File: src/rtl/fwd_hazard_unit.sv
`default_nettype none
// ============================================================================
// Module   : fwd_hazard_unit
// Brief    : X-stage operand forwarding, load-use and multdiv stall
//            generation, and a single-entry multdiv countdown scoreboard
//            for the 5-stage pipeline.
// Revision : 1.0 - initial release
// ============================================================================
module fwd_hazard_unit #(
   parameter int XLEN       = 32,
   parameter int REG_W      = 5,
   parameter int FWD_STAGES = 2,
   parameter int MD_LATENCY = 33
) (
   input  logic                             clock,
   input  logic                             reset,
   input  logic                             hold,
   input  logic                             flush,
   input  logic                             issue_valid,
   input  logic [REG_W-1:0]                 issue_rd,
   input  logic                             issue_wen,
   input  logic                             issue_is_load,
   input  logic                             issue_is_md,
   input  logic [REG_W-1:0]                 d_rs1,
   input  logic [REG_W-1:0]                 d_rs2,
   input  logic                             d_use1,
   input  logic                             d_use2,
   input  logic [REG_W-1:0]                 x_rs1,
   input  logic [REG_W-1:0]                 x_rs2,
   input  logic                             x_use1,
   input  logic                             x_use2,
   input  logic [XLEN-1:0]                  x_op1_rf,
   input  logic [XLEN-1:0]                  x_op2_rf,
   input  logic [FWD_STAGES*XLEN-1:0]       stage_data,
   output logic [XLEN-1:0]                  x_op1,
   output logic [XLEN-1:0]                  x_op2,
   output logic [$clog2(FWD_STAGES+1)-1:0]  fwd_sel1,
   output logic [$clog2(FWD_STAGES+1)-1:0]  fwd_sel2,
   output logic                             stall_d,
   output logic                             md_busy,
   output logic                             md_done
);

   localparam int              SEL_W    = $clog2(FWD_STAGES + 1);
   localparam int              CNT_W    = $clog2(MD_LATENCY);
   localparam logic [CNT_W-1:0] CNT_INIT = CNT_W'(MD_LATENCY - 1);

   // Full tag for the instruction in X; load/md only matter while in X.
   typedef struct packed {
      logic             valid;
      logic             wen;
      logic [REG_W-1:0] rd;
      logic             load;
      logic             md;
   } x_tag_t;

   // Tags in the later stages only need what forwarding looks at.
   typedef struct packed {
      logic             valid;
      logic             wen;
      logic [REG_W-1:0] rd;
   } fwd_tag_t;

   x_tag_t           x_tag_q, x_tag_d;
   fwd_tag_t         stg_q [FWD_STAGES];
   fwd_tag_t         stg_d [FWD_STAGES];
   logic             md_busy_q, md_busy_d;
   logic [REG_W-1:0] md_rd_q, md_rd_d;
   logic [CNT_W-1:0] md_cnt_q, md_cnt_d;
   logic             load_use;
   logic             md_hazard;
   logic             md_start;

   function automatic logic fwd_hit(input fwd_tag_t t, input logic [REG_W-1:0] rs,
                                    input logic use_rs);
      return t.valid & t.wen & (t.rd == rs) & (t.rd != '0) & use_rs;
   endfunction

   // Pick each X operand from the youngest matching producer (lowest stage index).
   always_comb begin
      x_op1    = x_op1_rf;
      x_op2    = x_op2_rf;
      fwd_sel1 = '0;
      fwd_sel2 = '0;
      for (int k = FWD_STAGES - 1; k >= 0; k--) begin
         if (fwd_hit(stg_q[k], x_rs1, x_use1)) begin
            x_op1    = stage_data[k*XLEN +: XLEN];
            fwd_sel1 = SEL_W'(k + 1);
         end
         if (fwd_hit(stg_q[k], x_rs2, x_use2)) begin
            x_op2    = stage_data[k*XLEN +: XLEN];
            fwd_sel2 = SEL_W'(k + 1);
         end
      end
   end

   assign md_busy = md_busy_q;
   // The result is written back in the done cycle, so dependants may proceed then.
   assign md_done = md_busy_q & (md_cnt_q == '0);

   // Stall D on a load-use hit against X, or on any conflict with the pending multdiv.
   always_comb begin
      load_use  = x_tag_q.valid & x_tag_q.load & (x_tag_q.rd != '0) &
                  ((d_use1 & (d_rs1 == x_tag_q.rd)) | (d_use2 & (d_rs2 == x_tag_q.rd)));
      md_hazard = md_busy_q & ~md_done &
                  (((md_rd_q != '0) &
                    ((d_use1 & (d_rs1 == md_rd_q)) | (d_use2 & (d_rs2 == md_rd_q)))) |
                   (issue_wen & (issue_rd == md_rd_q)) |
                   issue_is_md);
      stall_d   = load_use | md_hazard;
   end

   // Advance the shadow tag pipeline unless the whole pipe is frozen.
   always_comb begin
      x_tag_d = x_tag_q;
      stg_d   = stg_q;
      if (!hold) begin
         if (issue_valid & ~stall_d & ~flush) begin
            x_tag_d.valid = 1'b1;
            x_tag_d.wen   = issue_wen;
            x_tag_d.rd    = issue_rd;
            x_tag_d.load  = issue_is_load;
            x_tag_d.md    = issue_is_md;
         end else begin
            x_tag_d = '0;
         end
         stg_d[0].valid = x_tag_q.valid;
         stg_d[0].wen   = x_tag_q.wen;
         stg_d[0].rd    = x_tag_q.rd;
         for (int k = 1; k < FWD_STAGES; k++) begin
            stg_d[k] = stg_q[k-1];
         end
      end
   end

   // Multdiv scoreboard: start when an md leaves X, then count down every cycle.
   always_comb begin
      md_start  = ~hold & x_tag_q.valid & x_tag_q.md;
      md_busy_d = md_busy_q;
      md_rd_d   = md_rd_q;
      md_cnt_d  = md_cnt_q;
      if (md_start) begin
         md_busy_d = 1'b1;
         md_rd_d   = x_tag_q.rd;
         md_cnt_d  = CNT_INIT;
      end else if (md_busy_q) begin
         if (md_cnt_q == '0) begin
            md_busy_d = 1'b0;
         end else begin
            md_cnt_d = md_cnt_q - CNT_W'(1);
         end
      end
   end

   // State registers; reset aborts any outstanding multdiv silently.
   always_ff @(posedge clock or posedge reset) begin
      if (reset) begin
         x_tag_q   <= '0;
         for (int k = 0; k < FWD_STAGES; k++) begin
            stg_q[k] <= '0;
         end
         md_busy_q <= 1'b0;
         md_rd_q   <= '0;
         md_cnt_q  <= '0;
      end else begin
         x_tag_q   <= x_tag_d;
         for (int k = 0; k < FWD_STAGES; k++) begin
            stg_q[k] <= stg_d[k];
         end
         md_busy_q <= md_busy_d;
         md_rd_q   <= md_rd_d;
         md_cnt_q  <= md_cnt_d;
      end
   end

endmodule
`default_nettype wire

File: config.mk
export PLATFORM = sky130hd
export DESIGN_NAME = fwd_hazard_unit
export DESIGN_NICKNAME = d
export VERILOG_FILES = /design/src/rtl/fwd_hazard_unit.sv
export SDC_FILE = /design/constraint.sdc
export NUM_CORES = 1
export LEC_CHECK = 0
export CELL_PAD_IN_SITES_DETAIL_PLACEMENT = 1
export CELL_PAD_IN_SITES_GLOBAL_PLACEMENT = 2
export CORE_UTILIZATION = 21
export CTS_BUF_LIST = sky130_fd_sc_hd__clkbuf_2
export DETAILED_ROUTE_END_ITERATION = 10
export PLACE_DENSITY = 0.94
export SLEW_MARGIN = 20
export SYNTH_ARGS = -nofsm -noshare
export SYNTH_HDL_FRONTEND = slang
export SYNTH_SLANG_ARGS = --single-unit
File: constraint.sdc
create_clock -name clock -period 6.45 [get_ports clock]
set_input_delay 1.29 -clock clock [delete_from_list [all_inputs] [get_ports clock]]
set_output_delay 1.29 -clock clock [all_outputs]
set_load 0.05 [all_outputs]
After elaboration in Yosys (flattened, before gate mapping)
Cells that the tools add are included.

Flip-flop bits (word level): 35. Input bits: 165. Output and inout bits: 71. Logic and storage cells: 86.

Add/subtract/negate cells: 1. Eq/ne operators: 10. Mux-type cells: 15. Bitwise operators: 39. Reductions and logical operators: 7.

Operator list (count): two-way mux 32 bit (4); equality test 5 bit (9); bitwise AND 1 bit (30); nonzero test 5 bit (4); two-way mux 6 bit (3); two-way mux 9 bit (1); two-way mux 2 bit (4); zero test 6 bit (1); subtractor 6 x 1 -> 6 bit (second input constant) (1); bitwise OR 1 bit (5); NOT 1 bit (4); two-way mux 1 bit (3); != test 2 bit (second input constant) (1); AND reduction 2 bit (1); nonzero test 2 bit (1).

Depth between registers and ports, before layout
Gate-level depths: netlist (run 1).

Depth after elaboration: 12. Depth in mapped cells: 8. Gate-level depth less buffers: 7.

Worst setup path before layout (run 1)
Ideal clock, no wire load.

Kind: input port to output port. Start: input port x_rs1[3]. End: output port x_op1[10]. Arrival time: 2.997 ns. Required time: 5.160 ns. Setup slack: 2.163 ns. Stages on the path: 6. Buffers on the path: 1. Cells stage by stage: xnor2_1 nand4_1 nor3_4 buf_6 mux2i_1 a21oi_1.

Longest elaborated chain between the ends: 6. Elaborated cells on any way between the ends: 10. Classes of those cells: 2 x eq/ne; 2 x mux; 6 x bitwise.

RTL lines: from (decl) (line 28) `input logic [REG_W-1:0] x_rs1,`; equality test 5 bit (line 76) `return t.valid & t.wen & (t.rd == rs) & (t.rd != '0) & use_rs;`; bitwise AND 1 bit (3 in series) (line 76); two-way mux 32 bit (line 86) `if (fwd_hit(stg_q[k], x_rs1, x_use1)) begin`; two-way mux 32 bit (*) (line 86); to (decl) (line 35) `output logic [XLEN-1:0] x_op1,`.

Mark *: on every way between the ends. The rest lies on a longest branch, timed or not.

Worst setup path after layout (run 1)
Start: input port x_rs2[0]. End: output port x_op2[15].

Longest elaborated chain between the ends: 6. Elaborated cells on any way between the ends: 10. Classes of those cells: 2 x eq/ne; 2 x mux; 6 x bitwise.

RTL lines: from (decl) (line 29) `input logic [REG_W-1:0] x_rs2,`; equality test 5 bit (line 76); bitwise AND 1 bit (3 in series) (line 76); two-way mux 32 bit (line 90) `if (fwd_hit(stg_q[k], x_rs2, x_use2)) begin`; two-way mux 32 bit (*) (line 90); to (decl) (line 36) `output logic [XLEN-1:0] x_op2,`.

Marks and branches as above.

==> impl_metrics.json, run 1 <==
{
  "cpMaxStageDelayCell": "clkdlybuf4s50_1",
  "path_class": "input port to primary output",
  "layout_common_cells": "clkdlybuf4s50_1 (234), nor2_1 (71), mux2i_1 (64), a21oi_1 (64), dfrtp_1 (35)",
  "fmax_mhz": 186,
  "final_common_cell": "clkdlybuf4s50_1",
  "max_cap_violations": 0,
  "die-area_sq_um": 17400,
  "cts_resized": 0,
  "hold_path.class": "flip-flop to flip-flop",
  "cp_num_buf_inv": 3,
  "crit_chain": "clkdlybuf4s50_1 > xnor2_1 > nand4_1 > nor3_4 > buf_4 > mux2i_1 > a21oi_1 > clkdlybuf4s50_1",
  "synth_edf_count": 0,
  "avgViaCountPerCell": 4.68,
  "grt_antenna_before_repair": 4,
  "crit_path_max_incr_delay_ns": 0.84,
  "layout.cells.non_filler": 869,
  "setup_viol": 0,
  "path_clk_slew_ns": 0.21,
  "cts_buffer_depth": 2,
  "gr-total-overflow": 0,
  "worst_slack_ns": 1.08,
  "ys.flop_type": "dfrtp_1",
  "area_growth_pct": 73.2,
  "crit_fanout": 33,
  "end_kind": "primary output",
  "vdd_drop_max_v": 0.0000900,
  "first_iter_violations": 113,
  "outcome": "completed",
  "cp_top_family": "buffers and inverters",
  "gp_congestion": 1.01,
  "synth_area_per_cell_sq_um": 8.39,
  "cts_sinks": 35,
  "slew_headroom_pct": 54.2,
  "grt_max_degree": 67,
  "start_kind": "input port",
  "finClkSkew_ns": 0.0180,
  "fill_cells": 1920,
  "clk_latency_ns": 0.41,
  "cp.required_ns": 5.16,
  "dp_slack_ns": 1.08,
  "async_flop_share_pct": 100,
  "wl_um": 16200,
  "cts_max_level": 2,
  "start_util_pct": 21.5,
  "drive_gt1_share_pct": 6.98,
  "yosysSeqAreaShare_pct": 24.7,
  "core_sq_um": 16500,
  "hold_buffers": 0,
  "yosysWarningCount": 0,
  "numCtsBuffers": 5,
  "synth_seq_cells": 35,
  "syn-cell-area_sq_um": 3550,
  "nets": 811,
  "p_leak_nw": 2.43,
  "cp.arrival_ns": 4.08,
  "grt_pass1_wl_um": 25000,
  "post_cts_buffers": 0,
  "use_met2_pct": 35.9,
  "die_h_um": 132,
  "busiest_layer": "met2",
  "tns_ns": 0,
  "synth_nets": 590,
  "crit_top_cell": "clkdlybuf4s50_1",
  "grt_pass1_vias": 4367,
  "grt_use_met3_pct": 3.46,
  "powerDensity_nw_per_um2": 120,
  "hold_viol": 0,
  "slew_violations": 0,
  "dp.cells": 857,
  "synth.distinct_cells": 41,
  "die_w_um": 132,
  "wl_per_cell_um": 18.7,
  "drc_errors": 0,
  "first_pass_iters": 4,
  "num_rows": 47,
  "cts_tree": "built",
  "rsz0062_at_grt": "no",
  "cts_root_buf": "clkbuf_2",
  "min_period_over_period_pct": 83.3,
  "grtUsageTotal_pct": 18.3,
  "grt_util_met1_pct": 19.3,
  "ios": 236,
  "post-route-min-period_ns": 5.37,
  "detail-route-antenna-nets": 0,
  "vias": 4069,
  "syn_inst": 423,
  "dp_hpwl_um": 13200,
  "hold_ws_ns": 0.527,
  "portBuffers": 235,
  "worst_pin_slew_ns": 0.687
}
cell families (layout without fill, tap and decap cells):
logic type      after synthesis  count (layout)  synth area share [%]
simple gates                140             140                  18.2
compound gates               84              84                  16.0
mux                          78              78                  22.5
xor+xnor                     50              50                  12.3
flops                        35              35                  24.7
buf+inv                      34             256                  5.57
fa+ha+maj                     2               2                 0.705
other cells                   0               4                     0
cell type report:
cell class | instances | area [sq um] | area share (%)
Antenna cell | 4 | 10.0 | 0.163
Clock buffer | 5 | 25.0 | 0.407
Clock inverter | 3 | 67.6 | 1.10
Inverter | 7 | 26.3 | 0.427
Multi-Input combinational cell | 354 | 2480 | 40.3
Sequential cell | 35 | 876 | 14.2
Tap cell | 220 | 275 | 4.48
Timing Repair Buffer | 241 | 2390 | 38.9
state kept, by name, summed over array words and instances (netlist names):
| name | flops |
|---|---|
| md_busy | 1 |
| md_cnt_q | 6 |
| md_rd_q | 5 |
| stg_q | 14 |
| x_tag_q | 9 |
per-layer routing:
layer  vias to the layer above  routed length (um)
li1                       1934                   -
met1                      1960                6140
met2                       153                8850
met3                        22                 819
met4                         0                 426
met5                         -                   0
per-stage QoR:
| stage | utilization [%] | power, W | cell area, sq um |
|---|---|---|---|
| global route | 37.2 | 0.000766 | 6150 |
| detailed placement | 36.6 | 0.000553 | 6050 |
| global placement | 36.6 | 0.000547 | 6050 |
| finish | 37.2 | 0.000735 | 6150 |
| floorplan | - | 0.000379 | 3550 |
| CTS | 37.2 | 0.000741 | 6140 |
report_power, final:
group          switching, W  internal, W
registers         0.0000109     0.000226
logic              0.000152     0.000158
clock network     0.0000832     0.000104
final timing paths:
kind                                 start    endpoint  slack (ns)  cells after the start
max in group asynchronous            reset  md_rd_q[2]        4.85                      3
worst min register to register  x_tag_q[7]  x_tag_q[7]        0.53                      2
worst max register to register  x_tag_q[3]  x_tag_q[5]        4.35                      5
worst min-delay path            x_tag_q[7]  x_tag_q[7]        0.53                      2
worst max-delay path              x_rs2[0]   x_op2[15]        1.08                      8
min in group asynchronous            reset  x_tag_q[6]        1.27                      3
cells in the mapped netlist, types with 7 or more instances:
| master | number | area share [%] |
|---|---|---|
| buf_2 | 8 | 1.1 |
| dfrtp_1 | 35 | 25 |
| nand2b_1 | 8 | 1.4 |
| xor2_1 | 32 | 7.9 |
| nand2_1 | 31 | 3.3 |
| buf_6 | 7 | 2.2 |
| a21oi_1 | 64 | 9.0 |
| clkbuf_1 | 8 | 0.85 |
| nor2_1 | 71 | 7.5 |
| nor4_1 | 7 | 1.2 |
| xnor2_1 | 18 | 4.4 |
| o41ai_2 | 8 | 3.7 |
| mux2_2 | 14 | 4.4 |
| mux2i_1 | 64 | 18 |
| inv_1 | 7 | 0.74 |
worst register-to-register path, stage by stage (launching register included):
cell and delay, ns:
dfrtp_1 0.55, or4_1 0.55, o211ai_1 0.28, a21oi_2 0.07, buf_4 0.20, o41ai_2 0.35
Note: power is estimated with default switching activity, not from simulation.
==> run 2, diff against run 1 <==
Settings changed: CORE_UTILIZATION 21 to 17, PLACE_DENSITY 0.94 to 0.83.
Clock period 6.45 ns to 4.6 ns, I/O delays scaled along.
==> run 2 against run 1 <==
Against the previous run:
- cell area up 12%
- hold slack worse by 0.0039 ns
- global-route usage down 4.2 points
- critical path depth unchanged
- cell count up 5.4%
- core utilization down 3.4 points
- die area up 23%
- clock power up 9%
- combinational power up 64%
- worst setup slack worse by 0.29 ns
- register-to-register slack worse by 1.8 ns
- routed wire length down 5.0%
- critical endpoint is now x_op1[12]
- highest routed layer unchanged
==> impl_metrics.json, run 2 (same netlist as run 1, synthesis figures left out) <==
{
  "setup_viol": 0,
  "cpMaxStageDelayCell": "clkdlybuf4s50_1",
  "largest_reg_flops": 14,
  "crit_fanout": 33,
  "die-area_sq_um": 21500,
  "final_common_cell": "clkdlybuf4s50_1",
  "start_kind": "input port",
  "grt_pass1_wl_um": 23800,
  "cp.arrival_ns": 2.89,
  "outcome": "completed",
  "stdcell_area_sq_um": 6880,
  "hold_buffers": 0,
  "hold_path.class": "flip-flop to flip-flop",
  "first_pass_iters": 4,
  "top_register": "stg_q",
  "internal_power_w": 0.000691,
  "switching_share_pct": 33.9,
  "top_regs": "stg_q (14), x_tag_q (9), md_cnt_q (6)",
  "grt_pass1_vias": 4064,
  "gr-total-overflow": 0,
  "num_rows": 52,
  "dpl_cell_area_sq_um": 6810,
  "min_period_over_period_pct": 82.8,
  "seqPwrFrac_pct": 31.8,
  "cts_max_level": 2,
  "clk_latency_ns": 0.39,
  "core_sq_um": 20400,
  "powerDensity_nw_per_um2": 152,
  "max_cap_violations": 0,
  "drc_errors": 0,
  "cts_tree": "built",
  "path_class": "input port to primary output",
  "p_switching_w": 0.000355,
  "p_leak_nw": 2.81,
  "cts_root_buf": "clkbuf_2",
  "cp-startpoint": "x_rs1[3]",
  "wl_per_cell_um": 16.8,
  "grt_max_degree": 67,
  "cts_sinks": 35,
  "path_clk_slew_ns": 0.19,
  "gp_congestion": 0.812,
  "rrSetupSlack_ns": 2.52,
  "avgViaCountPerCell": 4.26,
  "first_iter_violations": 78,
  "use_met2_pct": 26.8,
  "hold_viol": 0,
  "cp_num_buf_inv": 3,
  "end_kind": "primary output",
  "numCtsBuffers": 5,
  "grt_antenna_before_repair": 0,
  "rr_startpoint": "md_cnt_q[3]",
  "vdd_drop_max_v": 0.0000735,
  "ios": 236,
  "seqCellArea_sq_um": 876,
  "fmax_mhz": 263,
  "worst_pin_slew_ns": 0.679,
  "wl_um": 15400,
  "layout_common_cells": "clkdlybuf4s50_1 (166), nor2_1 (71), buf_12 (69), mux2i_1 (64), a21oi_1 (64)",
  "slew_headroom_pct": 54.6,
  "drive_gt1_share_pct": 17.6,
  "cp.required_ns": 3.68,
  "cp_top_family": "buffers and inverters",
  "pwr-share-comb_pct": 48.6,
  "busiest_layer": "met2",
  "slew_violations": 0,
  "nets": 812,
  "tns_ns": 0,
  "post_cts_buffers": 0,
  "hp-start": "x_tag_q[1]",
  "cts_buffer_depth": 2,
  "portBuffers": 235,
  "post-route-min-period_ns": 3.81,
  "fill_cells": 2335,
  "grtUsageTotal_pct": 14.1,
  "p_clk_share_pct": 19.5,
  "area_growth_pct": 93.8,
  "crit_top_cell": "buf_12",
  "detail-route-antenna-nets": 0,
  "crit_path_max_incr_delay_ns": 0.46,
  "grt_util_met1_pct": 17.0,
  "rsz0062_at_grt": "no",
  "finClkSkew_ns": 0.0228,
  "start_util_pct": 17.4,
  "multiInputGateArea_sq_um": 2480,
  "n_antenna_cell": 0,
  "vias": 3903,
  "cts_resized": 0,
  "die_h_um": 147,
  "grt_use_met3_pct": 2.06,
  "crit_chain": "clkdlybuf4s50_1 > xnor2_1 > nand4_1 > nor3_4 > buf_12 > mux2i_1 > a21oi_1 > buf_12",
  "die_w_um": 147,
  "dp_hpwl_um": 12600
}
[run 2: layer usage]
metal / wire, um / vias to the layer above
li1: - / 1930
met1: 6520 / 1826
met2: 8130 / 141
met3: 699 / 6
met4: 77 / 0
met5: 0 / -
[run 2: layout make-up]
class,instances,share of cell area [%]
multi-input combinational,354,36.0
timing repair buffer,242,45.0
sequential,35,12.7
inverter,7,0.382
clock buffer,5,0.364
clock inverter,3,0.636
tap,270,4.91
[run 2: worst register-to-register path, cell delays in order, from the launching register on]
cell,delay (ns)
dfrtp_1,0.46
or4_4,0.57
o21a_1,0.32
o21ai_4,0.12
o22ai_4,0.15
o41ai_2,0.34
[run 2: stage by stage]
stage          worst slack, ns  power [W]  hold slack [ns]  utilization [%]  std cells
6_report                 0.792    0.00105            0.523             33.8        916
5_1_grt                  0.678    0.00109            0.535             33.8        916
4_1_cts                  0.773    0.00107            0.533             33.8        916
3_5_place_dp             0.786   0.000852            0.492             33.4        908
3_3_place_gp             0.803   0.000848            0.478             33.4        908
2_1_floorplan             1.05   0.000531            0.448                -        423
[run 2: path summary, 6_finish.rpt]
path / end / cells past startpoint
max in group asynchronous: md_rd_q[1] / 3
setup / recovery: x_op1[12] / 8
hold reg to reg: x_tag_q[1] / 2
hold / removal: x_tag_q[1] / 2
min in group asynchronous: md_cnt_q[3] / 3
setup reg to reg: x_tag_q[7] / 5
[run 2: power by group through the flow]
stage	combinational [W]	sequential, W	clock [W]
2_1_floorplan	0.000199	0.000332	0
6_report	0.000509	0.000333	0.000204
5_1_grt	0.000535	0.000335	0.000223
3_5_place_dp	0.000513	0.000339	0
3_3_place_gp	0.000509	0.000339	0
4_1_cts	0.000515	0.000334	0.000216
==> run 3, diff against run 2 <==
Clock period 4.6 ns to 3.25 ns, I/O delays scaled along.
==> run 3 against run 2 <==
Against the previous run:
- sequential cell count is the same
- cell area rose by 12%
- critical endpoint is now x_op1[16]
- clock-buffer cell count stayed put
- sequential share of layout area shrank 1.3 points
- first-iteration DRC count is 6.4% lower
- total power is 48% higher
- worst setup slack worse by 0.78 ns
==> impl_metrics.json, run 3 (same netlist as run 1, synthesis figures left out) <==
{
  "outcome": "completed",
  "rsz0062_at_grt": "yes",
  "total_power_w": 0.00155,
  "end_kind": "primary output",
  "finClkSkew_ns": 0.00965,
  "grt_antenna_before_repair": 2,
  "setup_viol": 0,
  "wl_um": 17700,
  "hold_viol": 0,
  "cts_buffer_depth": 2,
  "detail-route-antenna-nets": 0,
  "hold_path_end": "x_tag_q[7]",
  "first_pass_iters": 4,
  "first_iter_violations": 73,
  "crit_path_max_incr_delay_ns": 0.53,
  "grtUsageTotal_pct": 14.9,
  "avgViaCountPerCell": 4.45,
  "start_util_pct": 17.4,
  "rr_endpoint": "x_tag_q[7]",
  "layout_common_cells": "clkdlybuf4s50_1 (165), buf_12 (74), nor2_1 (70), a21oi_2 (64), mux2i_1 (55)",
  "p_clk_share_pct": 19.8,
  "crit_chain": "clkdlybuf4s50_1 > xnor2_1 > nand4_1 > nor3_4 > buf_12 > buf_12 > mux2i_2 > a21oi_2 > buf_12",
  "worst_pin_slew_ns": 0.794,
  "crit_fanout": 8,
  "p_switching_w": 0.000536,
  "switching_share_pct": 34.7,
  "fmax_mhz": 309,
  "dp_slack_ns": -0.0473,
  "cp.arrival_ns": 2.58,
  "slew_violations": 0,
  "max_cap_violations": 0,
  "vias": 4274,
  "path_class": "input port to primary output",
  "drive_gt1_share_pct": 34.3,
  "hp-start": "x_tag_q[7]",
  "slew_headroom_pct": 46.9,
  "post-route-min-period_ns": 3.23,
  "die_h_um": 147,
  "gp_congestion": 0.832,
  "cpMaxStageDelayCell": "clkdlybuf4s50_1",
  "min_period_over_period_pct": 99.5,
  "grt_pass1_vias": 4378,
  "final_common_cell": "clkdlybuf4s50_1",
  "gr-total-overflow": 0,
  "wl_per_cell_um": 18.4,
  "vdd_drop_max_v": 0.000176,
  "area_growth_pct": 117,
  "top_register": "stg_q",
  "cts_max_level": 2,
  "portBuffers": 235,
  "top_regs": "stg_q (14), x_tag_q (9), md_cnt_q (6)",
  "rr_startpoint": "md_cnt_q[3]",
  "clk_latency_ns": 0.40,
  "hold_path.class": "flip-flop to flip-flop",
  "cts_sinks": 35,
  "path_clk_slew_ns": 0.20,
  "cts_tree": "built",
  "die-area_sq_um": 21500,
  "reg2reg_depth": 6,
  "cp.required_ns": 2.60,
  "hold_depth": 2,
  "start_kind": "input port",
  "powerDensity_nw_per_um2": 201,
  "rrSetupSlack_ns": 1.17,
  "dp_hpwl_um": 13000,
  "cp_top_family": "buffers and inverters",
  "ios": 236,
  "p_leak_nw": 3.14,
  "nets": 855,
  "largest_reg_flops": 14,
  "grt_pass1_wl_um": 25400,
  "worst_slack_ns": 0.0152,
  "die_w_um": 147,
  "cp_num_buf_inv": 4,
  "core_sq_um": 20400,
  "internal_power_w": 0.00101,
  "pwr-share-comb_pct": 49.9,
  "num_rows": 52,
  "seqPwrFrac_pct": 30.3,
  "drc_errors": 0,
  "cts_root_buf": "clkbuf_2",
  "grt_max_degree": 67,
  "numCtsBuffers": 5,
  "crit_top_cell": "buf_12"
}
run 3: cell types whose count changed in the layout (fill, tap and decap cells not counted), sizes merged:
cell / delta
buf: +40
clkdlybuf4s50: -1
clkinv: -1
dlygate4sd2: +1
clkbuf: +3
diode: +1
inv: +1
run 3: final cells by class:
type                            instances  area (sq um)
Fill cell                            2234         12700
Timing Repair Buffer                  285          3590
Multi-Input combinational cell        354          2780
Sequential cell                        35           878
Tap cell                              270           338
Clock inverter                          3          47.5
Inverter                                7          26.3
Clock buffer                            5          25.0
Antenna cell                            1          2.50
run 3: routing by layer:
layer  routed length [um]  global-route usage [%]  vias up
li1                     -                       -     2017
met1                 7250                    18.0     2073
met2                 9060                    26.9      160
met3                 1020                    2.66       22
met4                  354                    4.17        2
met5                   13                       0        -
run 3: how the worst max path moves through the flow:
stage | cells past startpoint | slack (ns) | to | from
4_1_cts | 8 | -0.02 | x_op1[3] | stg_q[0]
5_1_grt | 8 | -0.1 | x_op1[16] | stg_q[0]
2_1_floorplan | 6 | 0.22 | x_op1[10] | stg_q[0]
3_5_place_dp | 9 | -0.05 | x_op1[16] | x_rs1[3]
6_report | 9 | 0.02 | x_op1[16] | x_rs1[2]
3_3_place_gp | 9 | 0.0003 | x_op1[4] | x_rs1[2]
run 3: worst reg2reg max path, cell delays in order, from the launching register on:
cell,delay [ns]
dfrtp_1,0.47
or4_4,0.57
o21a_2,0.29
o21ai_4,0.10
o22ai_4,0.09
buf_4,0.19
o41ai_2,0.29
run 3: through the flow:
stage                     utilization [%]  area, sq um  instances  hold slack, ns  TNS, ns
final                                37.7         7690        960           0.528        0
after global routing                 37.7         7690        960           0.570    -2.22
after CTS                            35.9         7310        941           0.530  -0.0986
after detailed placement             34.5         7020        926           0.485   -0.280
after global placement               34.5         7020        926           0.477        0
after floorplan                         -         3550        423           0.448        0
run 3: power groups by stage:
stage	combinational (W)	clock [W]	sequential, W
floorplan	0.000282	0	0.000470
global placement	0.000729	0	0.000479
detailed placement	0.000734	0	0.000480
CTS	0.000763	0.000319	0.000469
global route	0.000806	0.000335	0.000471
finish	0.000771	0.000306	0.000469
run 3: timing repair:
| action | CTS | global route |
|---|---|---|
| hold endpoints to repair | 0 | 0 |
| endpoints found under the setup margin | 62 | 59 |
| hold buffers | 0 | 0 |
| gates resized for setup | 45 | 51 |
| pin swaps | 1 | 44 |
| gates cloned | 0 | 4 |
| buffers inserted | 7 | 14 |
